===== src/rtl/ycbcr_block_sequencer_if.sv =====
// Pixel-side bus of the YCbCr block sequencer: source-buffer reads, converter
// valid and result-buffer writes.
interface ycbcr_block_sequencer_if;
    // Pure strobes, no back-pressure: each cycle with a strobe high carries
    // exactly one transfer at the address shown in that same cycle.
    logic       rd_en;
    logic [5:0] rd_addr;
    logic       conv_valid;
    logic       wr_en;
    logic [5:0] wr_addr;

    modport master (output rd_en, rd_addr, conv_valid, wr_en, wr_addr);
    modport slave  (input  rd_en, rd_addr, conv_valid, wr_en, wr_addr);
endinterface


===== src/rtl/ycbcr_block_sequencer.sv =====
// Walks one 8x8 RGB block through a fixed-latency YCbCr converter: issues
// reads 0..63 in order, tracks results through a valid/address delay line.
module ycbcr_block_sequencer #(
    parameter int CONV_LAT = 4,
    parameter int BLK_PIX  = 64
) (
    input  logic        clk_in,
    input  logic        reset_n,
    input  logic        start,
    input  logic        hold,
    output logic        busy,
    output logic        done,
    output logic [15:0] blk_count,
    output logic [1:0]  state_dbg,
    ycbcr_block_sequencer_if.master bus
);

    typedef enum logic [1:0] {
        IDLE  = 2'd0,
        ISSUE = 2'd1,
        DRAIN = 2'd2,
        DONE  = 2'd3
    } state_t;

    localparam logic [5:0] LAST_ADDR = 6'(BLK_PIX - 1);
    localparam logic [6:0] ALL_PIX   = 7'(BLK_PIX);

    state_t        state_q, state_d;
    logic [5:0]    iss_cnt_q, iss_cnt_d;
    logic [6:0]    wr_cnt_q, wr_cnt_d, wr_cnt_step;
    logic [15:0]   blk_cnt_q;
    logic [1:0]    rst_sync_q;
    logic          rd_en;
    logic          cv_q;
    logic [5:0]    cv_addr_q;
    logic [CONV_LAT-1:0] vld_sr_q;
    logic [5:0]    addr_sr_q [CONV_LAT];
    logic          wr_en;

    assign wr_en       = vld_sr_q[CONV_LAT-1];
    assign wr_cnt_step = wr_cnt_q + 7'(wr_en);

    // Reset release may be asynchronous; start is only honoured once this
    // two-stage chain has filled.
    always_ff @(posedge clk_in or negedge reset_n) begin
        if (!reset_n) begin
            rst_sync_q <= 2'b00;
        end else begin
            rst_sync_q <= {rst_sync_q[0], 1'b1};
        end
    end

    always_comb begin
        state_d   = state_q;
        iss_cnt_d = iss_cnt_q;
        wr_cnt_d  = wr_cnt_q;
        rd_en     = 1'b0;
        case (state_q)
            IDLE: begin
                if (start && rst_sync_q[1]) begin
                    state_d   = ISSUE;
                    iss_cnt_d = 6'd0;
                    wr_cnt_d  = 7'd0;
                end
            end
            ISSUE: begin
                wr_cnt_d = wr_cnt_step;
                if (!hold) begin
                    rd_en     = 1'b1;
                    iss_cnt_d = iss_cnt_q + 6'd1;
                    if (iss_cnt_q == LAST_ADDR) begin
                        state_d = DRAIN;
                    end
                end
            end
            DRAIN: begin
                wr_cnt_d = wr_cnt_step;
                if (wr_cnt_step == ALL_PIX) begin
                    state_d = DONE;
                end
            end
            DONE: begin
                state_d = IDLE;
            end
            default: begin
                state_d = IDLE;
            end
        endcase
    end

    always_ff @(posedge clk_in or negedge reset_n) begin
        if (!reset_n) begin
            state_q   <= IDLE;
            iss_cnt_q <= 6'd0;
            wr_cnt_q  <= 7'd0;
            blk_cnt_q <= 16'd0;
        end else begin
            state_q   <= state_d;
            iss_cnt_q <= iss_cnt_d;
            wr_cnt_q  <= wr_cnt_d;
            // Count becomes visible during the done cycle itself.
            if (state_q == DRAIN && state_d == DONE) begin
                blk_cnt_q <= blk_cnt_q + 16'd1;
            end
        end
    end

    // Converter input stage, then CONV_LAT stages matching the converter.
    always_ff @(posedge clk_in or negedge reset_n) begin
        if (!reset_n) begin
            cv_q      <= 1'b0;
            cv_addr_q <= 6'd0;
            vld_sr_q  <= '0;
            for (int j = 0; j < CONV_LAT; j++) begin
                addr_sr_q[j] <= 6'd0;
            end
        end else begin
            cv_q         <= rd_en;
            cv_addr_q    <= iss_cnt_q;
            vld_sr_q[0]  <= cv_q;
            addr_sr_q[0] <= cv_addr_q;
            for (int j = 1; j < CONV_LAT; j++) begin
                vld_sr_q[j]  <= vld_sr_q[j-1];
                addr_sr_q[j] <= addr_sr_q[j-1];
            end
        end
    end

    assign bus.rd_en      = rd_en;
    assign bus.rd_addr    = iss_cnt_q;
    assign bus.conv_valid = cv_q;
    assign bus.wr_en      = wr_en;
    assign bus.wr_addr    = addr_sr_q[CONV_LAT-1];

    assign busy      = (state_q != IDLE);
    assign done      = (state_q == DONE);
    assign blk_count = blk_cnt_q;
    assign state_dbg = state_q;

endmodule

===== src/flat_wrapper.sv =====
// flat-port wrapper written by rule: the top's interface ports become plain ports
module ycbcr_block_sequencer_flat 
#(
    parameter int CONV_LAT = 4,
    parameter int BLK_PIX  = 64
)
  (clk_in, reset_n, start, hold, busy, done, blk_count, state_dbg, bus_rd_en, bus_rd_addr, bus_conv_valid, bus_wr_en, bus_wr_addr);
  ycbcr_block_sequencer_if bus_i ();
  input  logic clk_in;
  input  logic reset_n;
  input  logic start;
  input  logic hold;
  output logic busy;
  output logic done;
  output logic [15:0] blk_count;
  output logic [1:0] state_dbg;
  output wire logic [$bits(bus_i.rd_en)-1:0] bus_rd_en;
  output wire logic [$bits(bus_i.rd_addr)-1:0] bus_rd_addr;
  output wire logic [$bits(bus_i.conv_valid)-1:0] bus_conv_valid;
  output wire logic [$bits(bus_i.wr_en)-1:0] bus_wr_en;
  output wire logic [$bits(bus_i.wr_addr)-1:0] bus_wr_addr;
  assign bus_rd_en = bus_i.rd_en;
  assign bus_rd_addr = bus_i.rd_addr;
  assign bus_conv_valid = bus_i.conv_valid;
  assign bus_wr_en = bus_i.wr_en;
  assign bus_wr_addr = bus_i.wr_addr;
  ycbcr_block_sequencer #(.CONV_LAT(CONV_LAT), .BLK_PIX(BLK_PIX)) u_core (.clk_in(clk_in), .reset_n(reset_n), .start(start), .hold(hold), .busy(busy), .done(done), .blk_count(blk_count), .state_dbg(state_dbg), .bus(bus_i));
endmodule

===== config.mk =====
export PLATFORM = sky130hd
export DESIGN_NAME = ycbcr_block_sequencer_flat
export DESIGN_NICKNAME = d
export VERILOG_FILES = /design/src/rtl/ycbcr_block_sequencer_if.sv /design/src/rtl/ycbcr_block_sequencer.sv /design/src/flat_wrapper.sv
export SDC_FILE = /design/constraint.sdc
export NUM_CORES = 1
export LEC_CHECK = 0
export CAP_MARGIN = 5
export CORE_MARGIN = 8
export CORE_UTILIZATION = 35
export DETAILED_ROUTE_END_ITERATION = 7
export PLACE_DENSITY = 0.68
export SYNTH_ARGS = -nofsm -noshare
export SYNTH_HDL_FRONTEND = slang
export SYNTH_SLANG_ARGS = --single-unit

===== constraint.sdc =====
create_clock -name clk_in -period 3.1 [get_ports clk_in]
set_clock_uncertainty 0.05 [all_clocks]
set_input_delay 0.62 -clock clk_in [delete_from_list [all_inputs] [get_ports clk_in]]
set_output_delay 0.62 -clock clk_in [all_outputs]
set_load 0.005 [all_outputs]

### Yosys cells after proc, flatten, opt, wreduce, memory -nomap -nowiden

Index checks and enable logic that the tools add are counted.

| storage, ports and cells | value |
|---|---|
| register bits | 68 |
| input bits | 4 |
| output and inout bits | 35 |
| word-level logic and storage cells | 44 |

| operators by class | value |
|---|---|
| add/subtract/negate cells | 3 |
| equality and inequality tests | 8 |
| mux-type cells | 12 |
| reduce and logical (&&, ||, !) cells | 9 |

Operators with widths:

| cell | number |
|---|---|
| 16-bit by 1-bit adder with 16-bit output, second input constant | 1 |
| 7-bit one-hot mux with 2 select lines | 1 |
| 6-bit two-way mux | 2 |
| 6-bit one-hot mux with 2 select lines | 1 |
| 2-bit two-way mux | 4 |
| 2-bit one-hot mux with 4 select lines | 1 |
| 7-bit by 1-bit adder with 7-bit output | 1 |
| 7-bit == test, second input constant | 1 |
| 7-bit two-way mux | 1 |
| 6-bit by 1-bit adder with 6-bit output, second input constant | 1 |
| 2-bit == test, second input constant | 3 |
| 6-bit == test, second input constant | 1 |
| 2-bit nonzero test | 3 |
| 3-bit AND reduction | 1 |
| 2-bit by 1-bit == test with 1-bit output, second input constant | 1 |
| 1-bit logical AND | 2 |
| 2-bit logical NOT | 1 |
| 1-bit two-way mux | 2 |
| 2-bit by 1-bit != test with 1-bit output, second input constant | 1 |
| 2-bit != test, second input constant | 1 |
| 2-bit AND reduction | 1 |
| 2-bit OR reduction | 1 |

### Depth between registers and ports, before layout

Gate-level depths: netlist (run 1).

| depth | value |
|---|---|
| word-level depth | 6 |
| depth in mapped cells | 9 |
| gate-level depth less buffers | 8 |

### Worst setup path before layout (run 1)

No wires, ideal clock.

| timing path | value |
|---|---|
| path type | reg2reg |
| start point | register u_core.vld_sr_q[3] |
| end point | register u_core.blk_cnt_q[13], in the netlist u_core.blk_count[13] |
| library setup time | 0.079 ns |
| arrival | 2.225 ns |
| required time | 2.971 ns |
| setup slack | 0.746 ns |
| stages on the path, launching flop included | 10 |
| path buffers | 1 |
| period minus slack after synthesis | 2.354 ns |
| cells stage by stage | dfrtp_1 ha_1 ha_1 nor3b_1 mux2i_1 nor4_2 o32ai_2 buf_6 nor4_1 xor2_1 |

| on the way | value |
|---|---|
| word-level cells in the longest chain between the ends | 6 |

RTL lines:

| element | line | text |
|---|---|---|
| start, declared | ycbcr_block_sequencer.sv:36 | `logic [CONV_LAT-1:0] vld_sr_q;` |
| start signal, assigned by index | ycbcr_block_sequencer.sv:123 | `vld_sr_q[j] <= vld_sr_q[j-1];` |
| 7-bit by 1-bit adder with 7-bit output | ycbcr_block_sequencer.sv:41 | `assign wr_cnt_step = wr_cnt_q + 7'(wr_en);` |
| 7-bit == test | ycbcr_block_sequencer.sv:78 | `if (wr_cnt_step == ALL_PIX) begin` |
| 2-bit two-way mux | ycbcr_block_sequencer.sv:78 |  |
| 2-bit one-hot mux with 4 select lines | ycbcr_block_sequencer.sv:58 | `case (state_q)` |
| 2-bit == test | ycbcr_block_sequencer.sv:102 | `if (state_q == DRAIN && state_d == DONE) begin` |
| 1-bit logical AND | ycbcr_block_sequencer.sv:102 |  |
| end signal, assigned | ycbcr_block_sequencer.sv:103 | `blk_cnt_q <= blk_cnt_q + 16'd1;` |
| end, declared | ycbcr_block_sequencer.sv:31 | `logic [15:0] blk_cnt_q;` |

No other way between the ends.
A chain may end at the register's enable or synchronous reset.

### Final worst setup path (run 1)

| timing path | value |
|---|---|
| start point | register u_core.state_q[0], in the netlist u_core.state_dbg[0] |
| end point | output port bus_rd_en |

| on the way | value |
|---|---|
| word-level cells in the longest chain between the ends | 2 |

RTL lines:

| element | line | text |
|---|---|---|
| start, declared | ycbcr_block_sequencer.sv:28 | `state_t state_q, state_d;` |
| start signal, assigned | ycbcr_block_sequencer.sv:98 | `state_q <= state_d;` |
| 2-bit by 1-bit == test with 1-bit output | ycbcr_block_sequencer.sv:58 |  |
| 1-bit two-way mux | ycbcr_block_sequencer.sv:58 |  |
| end, declared | flat_wrapper.sv:17 | `output wire logic [$bits(bus_i.rd_en)-1:0] bus_rd_en;` |

No other way between the ends.

==> flow_metrics.py, run 1 <==
metrics = {
    "power_and_ir_drop": {
        "switchingPower_mw": 0.384,
        "p_sw_frac": 0.231,
        "p_comb_frac": 0.015,
        "power.leakage_nw": 1.59,
        "p_clk_frac": 0.451,
        "pwr-share-seq": 0.534,
        "pwr_density_cell_nw_per_um2": 499,
        "power.total_mw": 1.66,
        "ir_drop_uv": 215,
        "intPower_mw": 1.28,
    },
    "global_routing": {
        "antenna_found_initial": 0,
        "grt_pass1_wl_mm": 8.35,
        "grt_max_degree": 47,
        "first_global_vias": 1661,
        "grt.total_usage": 0.104,
        "grt_overflow": 0,
    },
    "route": {
        "viasPerCell": 4.72,
        "drt_pre_antenna_iters": 4,
        "wl_mm": 5.00,
        "vias": 1710,
        "post-route-drc-count": 0,
        "wire_per_inst_um": 13.8,
        "postRouteAntennaNets": 0,
        "drt_iter0_markers": 82,
    },
    "synth": {
        "syn_area_per_cell_um2": 12.5,
        "yosys_warnings": 0,
        "muxShareOfSynthArea": 0.0159,
        "syn-instance-count": 214,
        "yosys_most_used_dff": "dfrtp_1",
        "netlist_area_um2": 2670,
        "synth_top_family_by_area": "simple AND/OR/NAND/NOR gates",
        "synth_cell_types": 39,
        "synthAdderAreaFrac": 0.0375,
        "synth_xor_area_frac": 0.0623,
        "async_reset_ff_frac": 1.00,
        "ys_ff_latch": 68,
        "seq_area_frac_synth": 0.637,
        "synth_edf_count": 0,
        "yosys.area_share.simple": 0.135,
        "synth-compound-area-share": 0.0731,
        "syn_nets": 226,
    },
    "worst_hold_path": {
        "min_path_type": "input port to async pin",
    },
    "placed_design": {
        "dp_hpwl_mm": 3.52,
        "port_buffers": 38,
        "gp_congestion": 0.779,
        "dpl_cell_area_um2": 3130,
    },
    "sta": {
        "fmax_mhz": 360,
        "hold_viol": 0,
        "hold_slack_ns": 0.207,
        "slew_viol_final": 0,
        "grt_setup_unrepaired": "no",
        "fin_crit_sh": 0.895,
        "finalSetupViolCount": 0,
        "worstMarginPinSlew_ns": 0.731,
        "final.setup.tns_ns": 0,
        "maxSlewHeadroom": 0.513,
        "period_minus_slack_ns": 2.78,
    },
    "worst_setup_path": {
        "rrSetupSlack_ns": 0.48,
        "end_kind": "output port",
        "arrival_ns": 2.11,
        "criticalPathCategory": "flop to output port",
        "worstSetupStartpointType": "flop",
        "worstPathMaxFanout": 9,
        "crit_required_ns": 2.43,
    },
    "layout": {
        "layout.nets": 267,
        "antenna_cells": 0,
        "nFillCells": 707,
        "multi_input_area_um2": 868,
        "final_cell_area_um2": 3330,
        "area_growth_pct": 24.8,
        "regArea_um2": 1700,
        "drive_above_1_share": 0.112,
    },
    "floorplan": {
        "die_w_um": 103,
        "die-height_um": 103,
        "dieArea_um2": 10700,
        "rows": 32,
        "initial_core_util": 0.353,
        "ios": 39,
        "core_area_um2": 7570,
    },
    "cts": {
        "cts_root_buffer": "clkbuf_8",
        "clk_latency_ns": 0.35,
        "path_clk_slew_ns": 0.08,
        "cts_tree": "yes",
        "cts_buffer_depth": 2,
        "cts_buffers": 9,
        "cts_sinks": 68,
        "cts_hold_buf": 0,
        "postCtsSetupRepairBufs": 0,
        "h-tree-depth": 3,
        "ctsResizeCount": 0,
    },
    "outcome": {
        "status": "complete, no violations",
    },
    "flow_run": {
        "drv_cap": 0,
    },
}
-- sequential cells by signal, indices dropped and copies added (netlist names) --
signal,cells
u_core.addr_sr_q,18
u_core.blk_count,16
u_core.bus.conv_valid,1
u_core.bus.rd_addr,6
u_core.bus.wr_addr,6
u_core.cv_addr_q,6
u_core.rst_sync_q,2
u_core.state_dbg,2
u_core.vld_sr_q,4
u_core.wr_cnt_q,7
-- power by group through the flow --
stage | Combinational (mW) | Clock, mW | Sequential, mW
6_report | 0.0245 | 0.749 | 0.888
5_1_grt | 0.0289 | 0.812 | 0.888
4_1_cts | 0.0262 | 0.771 | 0.888
3_5_place_dp | 0.0260 | 0 | 0.906
3_3_place_gp | 0.0255 | 0 | 0.906
2_1_floorplan | 0.00101 | 0 | 0.906
-- cells by family (layout without fill, tap and decap cells) --
group / after synthesis / after routing
other: 1 / 1
multiplexers: 4 / 4
flip-flops: 68 / 68
buffers and inverters: 17 / 63
adder cells (fa/ha/maj): 8 / 8
AND/OR/NAND/NOR: 71 / 71
AO/OA/AOI/OAI: 26 / 26
XOR/XNOR: 19 / 19
-- synthesized netlist by cell type, drive strengths merged, types with 3 or more instances --
| cell type | count | area share |
|---|---|---|
| dfrtp | 68 | 0.64 |
| nand2 | 18 | 0.025 |
| xor2 | 18 | 0.059 |
| nor3 | 13 | 0.024 |
| nor4 | 11 | 0.028 |
| nand3 | 10 | 0.021 |
| buf | 9 | 0.026 |
| nor2 | 9 | 0.013 |
| ha | 8 | 0.037 |
| inv | 7 | 0.0098 |
| nand4 | 6 | 0.014 |
| o21ai | 6 | 0.011 |
| a21oi | 5 | 0.0094 |
| a22o | 3 | 0.010 |
-- layer usage --
metal / up-vias / track usage / part of all wire
met4: 0 / 0.0601 / 0.023
met5: - / 0 / 0
met1: 836 / 0.132 / 0.45
li1: 830 / - / -
met2: 34 / 0.152 / 0.47
met3: 10 / 0.0355 / 0.053
-- metrics by stage --
step | setup slack [ns] | std cells | util
2_1_floorplan | 0.746 | 214 | -
3_5_place_dp | 0.368 | 346 | 0.413
4_1_cts | 0.266 | 362 | 0.440
6_report | 0.325 | 362 | 0.440
5_1_grt | 0.168 | 362 | 0.440
3_3_place_gp | 0.429 | 346 | 0.413
-- path summary, 6_finish.rpt --
check	from	endpoint	cells past startpoint
min	reset_n	u_core.blk_count[12]	1
max reg2reg	u_core.vld_sr_q[3]	u_core.blk_count[15]	9
max	u_core.state_dbg[0]	bus_rd_en	3
min reg2reg	u_core.addr_sr_q[21]	u_core.addr_sr_q[15]	0
min in group clk_in	u_core.addr_sr_q[21]	u_core.addr_sr_q[15]	0
max in group asynchronous	reset_n	u_core.addr_sr_q[21]	2
-- area by class of cell --
cell class / count / area share
Clock buffer: 9 / 0.0372
Tap cell: 102 / 0.0383
Inverter: 7 / 0.00788
Clock inverter: 7 / 0.0248
Sequential cell: 68 / 0.511
Timing Repair Buffer: 40 / 0.121
Multi-Input combinational cell: 129 / 0.261
-- cell usage in the layout (no fill, tap or decap), types with 3 or more instances in the layout --
cell,count
a21oi_1,5
clkbuf_8,9
clkdlybuf4s50_1,37
dfrtp_1,68
ha_1,8
inv_1,7
inv_6,3
nand2_1,18
nand3_1,9
nand4_1,6
nor2_1,9
nor3_1,13
nor4_1,10
o21ai_0,5
xor2_1,18
-- worst max-delay path: stages (launching register included) --
cell and delay, ns:
dfrtp_1 0.54, ha_1 0.34, nor2b_1 0.30, clkdlybuf4s50_1 0.57
Power figures use the tool's default switching activity.
==> run 2: changes to the inputs <==
- ABC_AREA: default -> 1
- GPL_ROUTABILITY_DRIVEN: default -> 0
- PLACE_DENSITY: 0.68 -> 0.67
- SLEW_MARGIN: default -> 10
==> run 2 against run 1 <==
Effect of this change:
- routed wire length increased by 17%
- synthesized cell count increased by 36%
- design area increased by 7.2%
- clock power increased by 16%
- die area increased by 6.8%
- hold slack got worse by 0.083 ns
- via count increased by 23%
- critical endpoint unchanged
==> flow_metrics.py, run 2 <==
metrics = {
    "route": {
        "drt_iter0_markers": 117,
        "vias": 2111,
        "post-route-drc-count": 0,
        "drt_pre_antenna_iters": 4,
        "wire_per_inst_um": 13.2,
        "viasPerCell": 4.78,
        "wl_mm": 5.84,
        "postRouteAntennaNets": 0,
    },
    "power_and_ir_drop": {
        "power.total_mw": 2.91,
        "ir_drop_uv": 432,
        "power.leakage_nw": 1.68,
        "pwr_density_cell_nw_per_um2": 815,
    },
    "sta": {
        "fin_crit_sh": 0.885,
        "slew_viol_final": 0,
        "finalSetupViolCount": 0,
        "grt_setup_unrepaired": "no",
        "hold_viol": 0,
        "period_minus_slack_ns": 2.74,
        "worstMarginPinSlew_ns": 0.583,
        "maxSlewHeadroom": 0.607,
        "fmax_mhz": 365,
        "final.setup.tns_ns": 0,
    },
    "cts": {
        "cts_buffers": 9,
        "h-tree-depth": 3,
        "postCtsSetupRepairBufs": 0,
        "cts_root_buffer": "clkbuf_8",
        "cts_tree": "yes",
        "cts_sinks": 68,
        "clk_latency_ns": 0.34,
        "cts_buffer_depth": 2,
        "ctsResizeCount": 0,
        "path_clk_slew_ns": 0.07,
        "cts_hold_buf": 0,
    },
    "synth": {
        "async_reset_ff_frac": 1.00,
        "syn_area_per_cell_um2": 9.92,
        "synth_edf_count": 0,
        "ys_ff_latch": 68,
        "synth_area_leader_cell": "dfrtp_1",
        "yosys_most_used_dff": "dfrtp_1",
        "syn_nets": 303,
        "muxShareOfSynthArea": 0,
        "synth_top_area_frac": 0.590,
        "synth-compound-area-share": 0.0572,
        "netlist_area_um2": 2890,
        "synthTopCellsByArea": "dfrtp_1, nand2_1, nand4_1",
        "synth_cell_types": 28,
        "synth_xor_area_frac": 0.0334,
        "synth_top_family_by_area": "simple AND/OR/NAND/NOR gates",
        "synthAdderAreaFrac": 0.0347,
        "syn-instance-count": 291,
        "yosys-top-cells-count": "dfrtp_1, nand2_1, inv_1",
        "seq_area_frac_synth": 0.590,
        "yosys_warnings": 0,
        "yosys.area_share.simple": 0.215,
    },
    "worst_setup_path": {
        "worstSetupStartpointType": "flop",
        "criticalPathCategory": "flop to output port",
        "end_kind": "output port",
        "slowest_stage": "clkdlybuf4s50_1",
        "arrival_ns": 2.07,
        "crit_required_ns": 2.43,
        "worst_path_largest_cell_delay_ns": 0.57,
        "cpLargestDelayFamily": "buffers and inverters",
        "cp_num_buf_inv": 3,
        "crit_chain": "inv_1 -> ha_1 -> inv_1 -> nor2_1 -> clkdlybuf4s50_1",
        "cpMostUsedCell": "inv_1",
        "worstPathMaxFanout": 5,
    },
    "floorplan": {
        "die-height_um": 107,
        "initial_core_util": 0.357,
        "die_w_um": 107,
        "core_area_um2": 8090,
        "rows": 33,
        "ios": 39,
        "dieArea_um2": 11400,
    },
    "outcome": {
        "status": "complete, no violations",
    },
    "placed_design": {
        "dp_hpwl_mm": 4.16,
        "port_buffers": 38,
    },
    "global_routing": {
        "grt_max_degree": 28,
        "grt_overflow": 0,
        "antenna_found_initial": 0,
        "grt_pass1_wl_mm": 9.85,
        "first_global_vias": 2110,
        "grt.total_usage": 0.107,
    },
    "layout": {
        "area_growth_pct": 23.8,
        "final_cell_mix": "nand2_1, dfrtp_1, clkdlybuf4s50_1",
        "drive_above_1_share": 0.0831,
        "layout.nets": 344,
        "antenna_cells": 0,
        "regMostFlops": "u_core.addr_sr_q",
        "nFillCells": 792,
        "final_util": 0.441,
        "largest_reg_flops": 18,
    },
    "flow_run": {
        "drv_cap": 0,
    },
    "worst_hold_path": {
        "min_path_type": "input port to async pin",
    },
}
[run 2: cell count changes in the layout (fill, tap and decap cells not counted), sizes merged, moves of 3 or more]
cell and change:
a22o -3, inv +19, nand2 +52, nand4 +17, nor2 +12, nor3 -5, nor4 -9, o21ai +8
xor2 -9
[run 2: cell type report]
class | instances | area [um^2] | area share
sequential | 68 | 1700 | 0.476
multi-input combinational | 182 | 986 | 0.276
timing repair buffer | 42 | 405 | 0.113
tap | 105 | 131 | 0.0368
clock buffer | 10 | 128 | 0.0357
clock inverter | 6 | 111 | 0.0312
inverter | 29 | 109 | 0.0305
[run 2: layer usage]
metal	global-route usage	vias to the layer above	routed length [um]
met5	0	-	0
met4	0.0714	0	92
met3	0.0294	7	373
met2	0.160	62	2620
met1	0.132	1009	2750
li1	-	1033	-
[run 2: worst register-to-register path: cells and delay by family, from the launching register on]
family / cells / cell delay [ns]
DFF: 1 / 0.41
adders and majority gates: 2 / 0.53
and+or+nand+nor: 11 / 1.18
buffers and inverters: 1 / 0.07
[run 2: worst paths after layout]
| path | from | slack (ns) | end | cells after the start |
|---|---|---|---|---|
| max reg2reg | u_core.vld_sr_q[3] | 0.74 | u_core.blk_count[1] | 14 |
| max | u_core.state_dbg[1] | 0.36 | bus_rd_en | 5 |
| min in group clk_in | u_core.addr_sr_q[16] | 0.30 | u_core.addr_sr_q[10] | 0 |
| max in group asynchronous | reset_n | 2.19 | u_core.blk_count[3] | 2 |
| min reg2reg | u_core.addr_sr_q[16] | 0.30 | u_core.addr_sr_q[10] | 0 |
| min | reset_n | 0.12 | u_core.vld_sr_q[0] | 1 |
[run 2: metrics by stage]
stage / instance area, um^2 / hold WS, ns / instances / setup WS (ns)
after floorplan: 2890 / 0.274 / 291 / 1.10
after global placement: 3330 / 0.283 / 426 / 0.596
after detailed placement: 3330 / 0.285 / 426 / 0.524
after CTS: 3570 / 0.130 / 442 / 0.344
after global routing: 3570 / 0.155 / 442 / 0.256
final: 3570 / 0.124 / 442 / 0.358
[run 2: where the power goes]
part | internal [mW] | switching, mW | total [mW]
clock | 0.536 | 0.336 | 0.872
sequential | 1.14 | 0.140 | 1.28
combinational | 0.321 | 0.441 | 0.762
total | 2.00 | 0.917 | 2.91
[run 2: kinds of logic after synthesis]
family,count (synthesis)
AND/OR/NAND/NOR,136
flip-flops,68
buffers and inverters,41
AO/OA/AOI/OAI,26
XOR/XNOR,11
adder cells (fa/ha/maj),8
other,1
==> run 3: changes to the inputs <==
- CTS_BUF_LIST: default -> sky130_fd_sc_hd__clkbuf_8
==> run 3 against run 2 <==
Effect of this change:
- first-iteration DRC count unchanged
- total power down 0.11%
- hold slack unchanged
- sequential share of layout area unchanged
- sequential cell count unchanged
- sequential power about the same
- routed wire length unchanged
- global-route usage unchanged
- maximum frequency unchanged
- critical path depth unchanged
- critical path type unchanged
- critical endpoint unchanged
- largest power group unchanged
- highest routed layer unchanged
==> flow_metrics.py, run 3 (same netlist as run 2, synthesis figures left out) <==
metrics = {
    "outcome": {
        "status": "complete, no violations",
    },
    "layout": {
        "final_cell_area_um2": 3570,
        "final_cell_mix": "nand2_1, dfrtp_1, clkdlybuf4s50_1",
        "nFillCells": 792,
        "drive_above_1_share": 0.0831,
        "regMostFlops": "u_core.addr_sr_q",
        "area_growth_pct": 23.8,
        "final_util": 0.441,
        "multi_input_area_um2": 986,
        "layout.nets": 344,
        "regArea_um2": 1700,
        "largest_reg_flops": 18,
        "antenna_cells": 0,
    },
    "cts": {
        "cts_sinks": 68,
        "cts_buffer_depth": 2,
        "h-tree-depth": 3,
        "cts_tree": "yes",
        "postCtsSetupRepairBufs": 0,
        "path_clk_slew_ns": 0.07,
        "ctsResizeCount": 0,
        "cts_hold_buf": 0,
        "clk_latency_ns": 0.34,
        "cts_buffers": 9,
        "cts_root_buffer": "clkbuf_8",
    },
    "worst_setup_path": {
        "cp_num_buf_inv": 3,
        "cpMostUsedCell": "inv_1",
        "arrival_ns": 2.07,
        "slowest_stage": "clkdlybuf4s50_1",
        "worst_path_largest_cell_delay_ns": 0.57,
        "crit_chain": "inv_1 -> ha_1 -> inv_1 -> nor2_1 -> clkdlybuf4s50_1",
        "cpLargestDelayFamily": "buffers and inverters",
        "criticalPathCategory": "flop to output port",
        "crit_required_ns": 2.43,
        "worstSetupStartpointType": "flop",
        "end_kind": "output port",
        "worstPathMaxFanout": 5,
    },
    "global_routing": {
        "antenna_found_initial": 0,
        "grt_pass1_wl_mm": 9.85,
        "grt_max_degree": 28,
        "first_global_vias": 2110,
        "grt_overflow": 0,
        "grt.total_usage": 0.107,
    },
    "route": {
        "viasPerCell": 4.78,
        "drt_iter0_markers": 117,
        "wl_mm": 5.84,
        "post-route-drc-count": 0,
        "wire_per_inst_um": 13.2,
        "vias": 2111,
        "drt_pre_antenna_iters": 4,
        "postRouteAntennaNets": 0,
    },
    "power_and_ir_drop": {
        "pwr_density_cell_nw_per_um2": 814,
        "ir_drop_uv": 432,
        "power.leakage_nw": 1.68,
    },
    "floorplan": {
        "core_area_um2": 8090,
        "initial_core_util": 0.357,
        "ios": 39,
        "rows": 33,
        "die_w_um": 107,
        "die-height_um": 107,
        "dieArea_um2": 11400,
    },
    "sta": {
        "fmax_mhz": 365,
        "final.setup.tns_ns": 0,
        "hold_viol": 0,
        "worstMarginPinSlew_ns": 0.583,
        "finalSetupViolCount": 0,
        "slew_viol_final": 0,
        "period_minus_slack_ns": 2.74,
        "maxSlewHeadroom": 0.607,
        "fin_crit_sh": 0.885,
        "grt_setup_unrepaired": "no",
    },
    "placed_design": {
        "port_buffers": 38,
        "dpl_cell_area_um2": 3330,
        "dp_hpwl_mm": 4.16,
    },
    "flow_run": {
        "drv_cap": 0,
    },
    "worst_hold_path": {
        "min_path_type": "input port to async pin",
    },
}
## run 3: final timing paths
path	startpoint	to	slack, ns	cells past startpoint
max in group asynchronous	reset_n	u_core.blk_count[3]	2.19	2
setup reg to reg	u_core.vld_sr_q[3]	u_core.blk_count[1]	0.74	14
hold / removal	reset_n	u_core.vld_sr_q[0]	0.12	1
setup / recovery	u_core.state_dbg[1]	bus_rd_en	0.36	5
hold reg to reg	u_core.addr_sr_q[16]	u_core.addr_sr_q[10]	0.30	0
min in group clk_in	u_core.addr_sr_q[16]	u_core.addr_sr_q[10]	0.30	0
## run 3: layer usage
| metal | routed length (um) | GRT usage | share of wire |
|---|---|---|---|
| met5 | 0 | 0 | 0 |
| met4 | 92 | 0.0714 | 0.016 |
| met3 | 373 | 0.0294 | 0.064 |
| met2 | 2620 | 0.160 | 0.45 |
| met1 | 2750 | 0.132 | 0.47 |
## run 3: final cells by class
class                      count  area share
clock buffer                   9      0.0347
tap                          105      0.0368
multi-input combinational    182       0.276
sequential                    68       0.476
inverter                      29      0.0305
timing repair buffer          42       0.113
clock inverter                 7      0.0322
## run 3: worst register-to-register path, stage by stage, from the launching register on
cell     delay, ns
dfrtp_1       0.41
ha_1          0.25
ha_1          0.28
inv_1         0.07
nand2_1       0.06
nor2_1        0.11
nand3_1       0.10
nor2_2        0.08
nand2_1       0.05
nand2_1       0.06
nand2_2       0.07
nand2_2       0.12
nand4_2       0.30
nand2_1       0.17
nand2_1       0.06
## run 3: metrics by stage
| stage | setup WS (ns) | hold slack (ns) | cells | power [mW] |
|---|---|---|---|---|
| after floorplan | 1.10 | 0.274 | 291 | 1.74 |
| after global placement | 0.596 | 0.283 | 426 | 2.05 |
| after detailed placement | 0.524 | 0.285 | 426 | 2.06 |
| after CTS | 0.344 | 0.130 | 442 | 2.94 |
| after global routing | 0.256 | 0.155 | 442 | 3.08 |
| final | 0.358 | 0.124 | 442 | 2.91 |
## run 3: where the power goes
group	leakage, nW	total (mW)	switching (mW)	internal [mW]
Clock	0.121	0.869	0.336	0.533
Combinational	0.667	0.762	0.441	0.321
Sequential	0.897	1.28	0.140	1.14
